**src/rtl/pixel_raster_tagger.sv**
```systemverilog
// Raster position tracker: re-emits each valid pixel one cycle later, tagged with
// its column/row position, frame-edge flags, end-of-frame and a sticky sync error.
module pixel_raster_tagger #(
    parameter int DW   = 8,
    parameter int XB   = 10,
    parameter int YB   = 10,
    parameter int COLS = 640,
    parameter int ROWS = 480
) (
    input  logic          clk,
    input  logic          rst,
    input  logic          i_valid,
    input  logic [DW-1:0] i_data,
    input  logic          i_sof,
    output logic          o_valid,
    output logic [DW-1:0] o_data,
    output logic [XB-1:0] o_x,
    output logic [YB-1:0] o_y,
    output logic          o_col1,
    output logic          o_colN,
    output logic          o_row1,
    output logic          o_rowM,
    output logic          o_eof,
    output logic          o_sync_err
);

    typedef enum logic {WAIT_SOF, ACTIVE} state_t;

    localparam logic [XB-1:0] XLAST = XB'(COLS - 1);
    localparam logic [YB-1:0] YLAST = YB'(ROWS - 1);

    state_t        state_q, state_d;
    logic [XB-1:0] cx_q, cx_d;
    logic [YB-1:0] cy_q, cy_d;
    logic          accept;
    logic          badSof;
    logic [XB-1:0] px;
    logic [YB-1:0] py;

    logic          valid_q;
    logic [DW-1:0] data_q;
    logic [XB-1:0] x_q;
    logic [YB-1:0] y_q;
    logic          col1_q, colN_q, row1_q, rowM_q, eof_q, syncErr_q;

    // A start-of-frame pixel always lands at (0,0); otherwise it takes the tracked position.
    always_comb begin
        accept  = i_valid && ((state_q == ACTIVE) || i_sof);
        badSof  = i_valid && i_sof && (state_q == ACTIVE) && ((cx_q != '0) || (cy_q != '0));
        px      = i_sof ? '0 : cx_q;
        py      = i_sof ? '0 : cy_q;
        state_d = state_q;
        cx_d    = cx_q;
        cy_d    = cy_q;
        if (accept) begin
            state_d = ACTIVE;
            if (px == XLAST) begin
                cx_d = '0;
                cy_d = (py == YLAST) ? '0 : py + 1'b1;
            end else begin
                cx_d = px + 1'b1;
                cy_d = py;
            end
        end
    end

    // Data and coordinates hold through gaps; tag flags are forced low whenever o_valid is low.
    always_ff @(posedge clk) begin
        if (rst) begin
            state_q   <= WAIT_SOF;
            cx_q      <= '0;
            cy_q      <= '0;
            valid_q   <= 1'b0;
            data_q    <= '0;
            x_q       <= '0;
            y_q       <= '0;
            col1_q    <= 1'b0;
            colN_q    <= 1'b0;
            row1_q    <= 1'b0;
            rowM_q    <= 1'b0;
            eof_q     <= 1'b0;
            syncErr_q <= 1'b0;
        end else begin
            state_q <= state_d;
            cx_q    <= cx_d;
            cy_q    <= cy_d;
            valid_q <= accept;
            col1_q  <= accept && (px == '0);
            colN_q  <= accept && (px == XLAST);
            row1_q  <= accept && (py == '0);
            rowM_q  <= accept && (py == YLAST);
            eof_q   <= accept && (px == XLAST) && (py == YLAST);
            if (accept) begin
                data_q <= i_data;
                x_q    <= px;
                y_q    <= py;
            end
            if (badSof) begin
                syncErr_q <= 1'b1;
            end
        end
    end

    assign o_valid    = valid_q;
    assign o_data     = data_q;
    assign o_x        = x_q;
    assign o_y        = y_q;
    assign o_col1     = col1_q;
    assign o_colN     = colN_q;
    assign o_row1     = row1_q;
    assign o_rowM     = rowM_q;
    assign o_eof      = eof_q;
    assign o_sync_err = syncErr_q;

endmodule

```
**config.mk**
```make
export PLATFORM = sky130hd
export DESIGN_NAME = pixel_raster_tagger
export DESIGN_NICKNAME = d
export VERILOG_FILES = /design/src/rtl/pixel_raster_tagger.sv
export SDC_FILE = /design/constraint.sdc
export NUM_CORES = 1
export LEC_CHECK = 0
export CAP_MARGIN = 0
export CELL_PAD_IN_SITES_DETAIL_PLACEMENT = 1
export CELL_PAD_IN_SITES_GLOBAL_PLACEMENT = 1
export CORE_ASPECT_RATIO = 1.25
export CORE_UTILIZATION = 38
export CTS_CLUSTER_DIAMETER = 80
export DETAILED_ROUTE_END_ITERATION = 10
export GPL_TIMING_DRIVEN = 0
export MAX_ROUTING_LAYER = met4
export PLACE_DENSITY_LB_ADDON = 0.12
export SLEW_MARGIN = 20
export SYNTH_ARGS = -nofsm -noshare
export SYNTH_HDL_FRONTEND = slang
export SYNTH_SLANG_ARGS = --single-unit
```
**constraint.sdc**
```tcl
create_clock -name clk -period 3.79 [get_ports clk]
set_clock_uncertainty 0.15 [all_clocks]
set_input_delay 0.758 -clock clk [delete_from_list [all_inputs] [get_ports clk]]
set_output_delay 0.758 -clock clk [all_outputs]
set_load 0.005 [all_outputs]
```
### Word-level counts from Yosys, hierarchy flattened

Cells that the tools add are included.

* register bits after elaboration: 56
* bits of input ports: 12
* output and inout port bits: 35
* word-level logic and storage cells: 37

* add/sub/neg operators: 2
* eq/ne operators: 2
* multiplexer cells: 5
* reductions and logical operators: 15

Operators with widths (count)
* 2-to-1 mux 10 bit: 5
* adder 10 x 1 -> 10 bit (second input constant): 2
* zero test 10 bit: 2
* nonzero test 10 bit: 2
* equality test 10 bit (second input constant): 1
* equality test 10 x 9 -> 1 bit (second input constant): 1
* logical AND 1 bit: 9
* logical OR 1 bit: 2

### Depth between registers and ports, before layout

Gate-level depths: netlist of the first run.

* depth after elaboration: 4
* mapped depth: 12

### Worst setup path after synthesis of the first run

Ideal clock, no wire load.

* path kind: input to register
* start point: input port i_sof
* end point: register cy_q[4]
* arrival time: 2794 ps
* data required time: 3511 ps
* setup slack: 717 ps
* stages: 11
* buffers on the path: 4
* path through: buf_2 -> clkbuf_1 -> clkbuf_1 -> nand2b_1 -> inv_1 -> ha_1 -> nand4_1 -> or4b_1 -> clkbuf_1 -> o21ai_1 -> o211ai_1

* cells in the longest elaborated chain, start to end: 4
* elaborated cells on any way between the ends: 9

Ends and longest elaborated chain
* from (decl): RTL line 14 `input logic i_sof,`
* 2-to-1 mux 10 bit (*): RTL line 51 `py = i_sof ? '0 : cy_q;`
* named net py[0]: RTL line 38 `logic [YB-1:0] py;`
* adder 10 x 1 -> 10 bit or equality test 10 x 9 -> 1 bit (tied branches): RTL line 59 `cy_d = (py == YLAST) ? '0 : py + 1'b1;`
* 2-to-1 mux 10 bit (*): RTL line 59
* 2-to-1 mux 10 bit (*): RTL line 57 `if (px == XLAST) begin`
* to (signal assigned): RTL line 86 `cy_q <= cy_d;`
* to (decl): RTL line 34 `logic [YB-1:0] cy_q, cy_d;`

The timed path passes the listed nets; every way through them passes the cells marked *.
A chain may end at the register's enable or synchronous reset.

### Worst setup path after layout of the first run

* start point: input port i_sof
* end point: register cy_q[8]

The elaborated chain is that of the path after synthesis.

==> results of run 1 <==
synth_stat cells (5+ instances only):
cell	instances	area share (%)
a21oi_1	24	4.7
a22oi_1	20	5.9
buf_2	5	0.99
clkbuf_1	17	2.5
dfxtp_1	56	44
inv_1	11	1.6
nand2_1	38	5.6
nand2b_1	6	1.5
nand3_1	10	2.0
nand4_1	6	1.5
nor2_1	32	4.7
nor4_1	5	1.2
o211ai_1	5	1.5
o21ai_0	16	3.2
or4_1	5	1.5
repair_timing:
action | 4_1_cts | 5_1_grt
setup endpoints to repair | 17 | 12
hold buffers | 0 | 0
pin swaps | 0 | 0
gates resized for setup | 4 | 3
per-layer routing:
layer	vias up	part of all wire (%)	wire (µm)
met1	1235	42	3333
li1	1215	-	-
met2	58	52	4155
met5	-	0	0
met4	0	1.6	129
met3	14	3.8	304
metrics by stage:
stage               util (%)  setup TNS, ns  hold slack, ns  total power [µW]  cells
CTS                    50.55              0          0.3098              1052    446
global placement       48.91         -12.83          0.2909             707.9    439
global route           50.63              0          0.3279              1089    446
floorplan                  -              0          0.2921             661.9    309
finish                 50.63              0          0.3097              1043    446
detailed placement     48.91         -12.80          0.2939             709.5    439
worst max path at each step:
stage | startpoint | cells past startpoint | slack [ns] | end
final | i_sof | 11 | 0.53 | cy_q[8]
after global routing | i_sof | 11 | 0.35 | cy_q[5]
after CTS | i_sof | 11 | 0.08 | cy_q[8]
after detailed placement | i_sof | 13 | -0.79 | cx_q[9]
after global placement | i_sof | 13 | -0.79 | cy_q[2]
after floorplan | i_sof | 11 | 0.72 | cy_q[4]
critical path, cell delays in order:
cell	delay, ns
dlymetal6s2s_1	0.20
buf_2	0.23
clkbuf_4	0.26
nand2b_1	0.21
inv_1	0.08
ha_1	0.21
nand4_1	0.19
or4b_1	0.53
clkbuf_1	0.24
o21ai_2	0.25
o211ai_1	0.14
cell type report:
cell class / count / area (µm²) / area share (%)
multi-input combinational: 219 / 1286 / 40.16
inverter: 11 / 41.29 / 1.289
buffer: 22 / 101.3 / 3.164
clock inverter: 1 / 7.507 / 0.2344
timing repair buffer: 45 / 452.9 / 14.14
clock buffer: 7 / 86.33 / 2.695
sequential: 56 / 1121 / 35.00
tap: 85 / 106.4 / 3.320
registers in the layout, indices dropped and copies added (netlist names), 8 cells and up:
name	cells
o_y	10
o_data	8
cx_q	10
cy_q	10
o_x	10
power breakdown:
group | internal (µW) | switching [µW] | leakage [µW]
sequential | 596 | 5.02 | 0.000453
clock | 149 | 198 | 0.0000445
combinational | 37.2 | 57.3 | 0.000618
total | 783 | 260 | 0.00112
kinds of logic after synthesis:
group / synth area share (%)
AND/OR/NAND/NOR: 26.68
AO/OA/AOI/OAI: 20.81
flip-flops: 44.18
buffers and inverters: 5.572
adder cells (fa/ha/maj): 1.972
XOR/XNOR: 0.3452
multiplexers: 0.4438
==> impl_metrics.ini, run 1 <==
[global_routing]
top_usage_layer = met2
grt.met3_usage_pct = 3.341
grt_pass1_vias = 2530
antenna_found_initial = 0
grt_max_degree = 20
met2_usage_pct = 41.67
grt.overflow.total = 0
use_met1_pct = 30.71
track_usage_pct = 24.90
grt_pass1_wl_mm = 12.76

[route]
ant_nets = 0
drcViolationCount = 0
drt_wl_total_mm = 7.923
drt-initial-drc-count = 140
first_pass_iters = 4
wire_per_inst_um = 17.76
vias = 2522
post_drt_via_cell_ratio = 5.655

[timing]
fmax_mhz = 307.2
fin_crit_sh_pct = 85.89
drv_slew = 0
layout_setup_ws_ns = 0.5347
setup_viol = 0
rsz0062_at_grt = false
final_hold_viol_count = 0
worst-slew-pin-transition_ns = 0.6493
period_needed_ns = 3.255
relSlewSlack_pct = 56.72

[synthesis]
avgSynthCellArea_um2 = 8.212
yosys_warnings = 0
synth_cell_types = 48
ys.flop_type = dfxtp_1
synthesis.nets = 325
async_flop_share_pct = 0
netlist_instances = 309
ys_ff_latch = 56
synth_edf_count = 0
synthesis.area_um2 = 2537
yosysSeqAreaShare_pct = 44.18

[setup_path]
crit_fanout = 19
end_kind = flip-flop
timing.rr.start = cy_q[0]
required_ns = 3.83
ff2ff_setup_slack_ns = 1.27
reg2reg_to = cy_q[8]
worstSetupPathType = input port to flip-flop
cp-start-kind = input port
reg2regPathDepth = 8
worstPathArrival_ns = 3.29

[cts]
clockRootBuffer = clkbuf_8
clock_path_buffers = 2
cts_tree = done
cts_buffers = 5
clkTransAtPathRegs_ns = 0.09
htreeDepth = 2
cts_sinks = 56
clk_latency_ns = 0.31
post-cts-setup-buffers = 0

[run]
cap_violations = 0

[min_path]
holdPathEnd = o_data[6]
whs_path_depth = 2
hold_class = flip-flop to flip-flop
holdCritStartpoint = o_data[6]

[cells_and_area]
post-route-cell-area_um2 = 3203
antenna_cells = 0
fillers = 809
syn_to_final_growth_pct = 26.23
drive_gt1_share_pct = 6.371
final_cell_mix = 56 x dfxtp_1, 44 x clkdlybuf4s50_1, 38 x nand2_1, 32 x nor2_1, 24 x a21oi_1
layout_commonest_cell = dfxtp_1
fin_nets = 376

[place]
port-buffer-count = 45
dp_hpwl_mm = 5.831
placed_cell_area_um2 = 3094
place_ws_ns = -0.7905
place.gp.congestion = 0.8955

[die]
die_x_um = 75.09
pin_count = 47
start_util_pct = 40.11
rows = 32
die-area_um2 = 7010
core_um2 = 6326
die_h_um = 93.36

[power_and_ir_drop]
p_leak_uw = 0.001115
ir_drop_uv = 291.0
p_per_area_nw_per_um2 = 325.5

[outcome]
status = finished clean
Power figures use the tool's default switching activity.
==> run 2: changes to the inputs <==
--- a/config.mk
+++ b/config.mk
@@ -9,9 +9,10 @@
 export CELL_PAD_IN_SITES_DETAIL_PLACEMENT = 1
 export CELL_PAD_IN_SITES_GLOBAL_PLACEMENT = 1
 export CORE_ASPECT_RATIO = 1.25
-export CORE_UTILIZATION = 38
+export CORE_UTILIZATION = 39
 export CTS_CLUSTER_DIAMETER = 80
 export DETAILED_ROUTE_END_ITERATION = 10
+export DONT_BUFFER_PORTS = 1
 export GPL_TIMING_DRIVEN = 0
 export MAX_ROUTING_LAYER = met4
 export PLACE_DENSITY_LB_ADDON = 0.12
==> run 2 against run 1 <==
Compared with the run above:
- wire length shrank 6.6%
- sequential share of layout area grew 5.9 points
- final cell count shrank 9.9%
- largest power group unchanged
- die area shrank 2.5%
- sequential power is essentially flat
- hold slack gained 0.017 ns
- critical path depth is the same
- clock power is essentially flat
- register-to-register slack lost 0.05 ns
- design area shrank 14%
- setup slack lost 0.23 ns
- critical path type unchanged
- highest routed layer unchanged
- clock-buffer cell count is the same
==> impl_metrics.ini, run 2 (synthesized netlist as in run 1, its figures left out) <==
[setup_path]
required_ns = 3.90
end_kind = flip-flop
worstPathArrival_ns = 3.59
crit_fanout = 10
worstSetupPathType = input port to flip-flop
cp-start-kind = input port

[global_routing]
antenna_found_initial = 0
grt_max_degree = 17
grt_pass1_wl_mm = 12.08
grt.overflow.total = 0
grt_pass1_vias = 2286
track_usage_pct = 23.92

[cells_and_area]
final_cell_mix = 56 x dfxtp_1, 38 x nand2_1, 32 x nor2_1, 24 x a21oi_1, 20 x a22oi_1
fin_nets = 332
fillers = 796
drive_gt1_share_pct = 6.309
post-route-util_pct = 43.85
fin_cells = 402
syn_to_final_growth_pct = 7.939
antenna_cells = 0
layout_commonest_cell = dfxtp_1

[timing]
worst-slew-pin-transition_ns = 0.6714
final_hold_viol_count = 0
fmax_mhz = 286.8
setup_viol = 0
relSlewSlack_pct = 55.24
period_needed_ns = 3.487
drv_slew = 0
fin_crit_sh_pct = 92.01
rsz0062_at_grt = false

[power_and_ir_drop]
p_total_uw = 1015
p_leak_uw = 0.0009434
ir_drop_uv = 165.4
p_per_area_nw_per_um2 = 370.6

[route]
first_pass_iters = 4
vias = 2290
drt_wl_total_mm = 7.400
post_drt_via_cell_ratio = 5.697
wire_per_inst_um = 18.41
drt-initial-drc-count = 124
ant_nets = 0
drcViolationCount = 0

[cts]
cts_tree = done
cts_sinks = 56
cts-resized-gates = 0
cts_buffers = 5
clk_latency_ns = 0.31
postCtsHoldBufs = 0
post-cts-setup-buffers = 0
clock_path_buffers = 2
clockRootBuffer = clkbuf_8
htreeDepth = 2
clkTransAtPathRegs_ns = 0.10

[place]
port-buffer-count = 0
place_inst = 394
place.gp.congestion = 0.9292
dp_hpwl_mm = 5.372

[die]
pin_count = 47
die_h_um = 92.18
die_x_um = 74.15
start_util_pct = 40.63
rows = 32
die-area_um2 = 6835
core_um2 = 6246

[outcome]
status = finished clean

[min_path]
hold_class = flip-flop to flip-flop

[run]
cap_violations = 0
-- run 2: report_power, final --
| group | switching, µW | internal, µW |
|---|---|---|
| sequential | 6.50 | 596 |
| combinational | 50.1 | 17.8 |
| clock | 195 | 149 |
| total | 252 | 763 |
-- run 2: worst max-delay path, stage by stage --
cell,delay [ns]
buf_2,0.20
clkbuf_1,0.42
clkbuf_1,0.43
nand2b_1,0.20
inv_1,0.05
ha_1,0.22
and3_1,0.18
buf_2,0.18
a41oi_1,0.56
and3_1,0.26
o31a_1,0.14
-- run 2: worst paths after layout --
check | startpoint | end | slack, ns | cells past startpoint
worst max-delay path | i_sof | cx_q[7] | 0.30 | 11
worst min register to register | o_sync_err | o_sync_err | 0.33 | 2
worst max register to register | cy_q[0] | cy_q[7] | 1.22 | 8
worst min-delay path | o_sync_err | o_sync_err | 0.33 | 2
-- run 2: metrics by stage --
stage          worst slack [ns]   TNS, ns  instance area, µm²  hold slack, ns
2_1_floorplan            0.7168         0                2537          0.2921
3_3_place_gp          -0.008859  -0.01631                2644          0.3124
3_5_place_dp            -0.1001   -0.5030                2644          0.3180
4_1_cts                  0.2709         0                2738          0.3324
5_1_grt                  0.1147         0                2739          0.3481
6_report                 0.3029         0                2739          0.3263
-- run 2: per-layer routing --
metal	routed length (µm)	global-route usage [%]
met5	0	-
met4	131	7.372
met3	185	3.077
met2	3685	38.11
met1	3398	31.08
-- run 2: cell type report --
cell class              count  area (µm²)  share of cell area, %
plain buffers              23       101.3                  3.700
clock inverters             1       7.507                 0.2741
flip-flops and latches     56        1121                  40.93
clock buffers               7       86.33                  3.152
multi-input cells         219        1275                  46.55
inverters                  11       41.29                  1.508
well taps                  85       106.4                  3.883
==> run 3: changes to the inputs <==
==> constraint.sdc (replaced) <==
create_clock -name clk -period 3.79 [get_ports clk]
set_clock_uncertainty 0.15 [all_clocks]
set_input_delay 0.758 -clock clk [delete_from_list [all_inputs] [get_ports clk]]
set_output_delay 0.758 -clock clk [all_outputs]
set_load 0.1 [all_outputs]
==> results of run 3 <==
The final DEF is identical to that of run 2. Status: finished clean.
Among the figures that moved: hold slack 0.3263 ns -> 0.4006 ns; end point of the worst hold path o_sync_err -> cx_q[9]; total power 1015 µW -> 1061 µW; worst IR drop on VDD 165.4 µV -> 165.5 µV
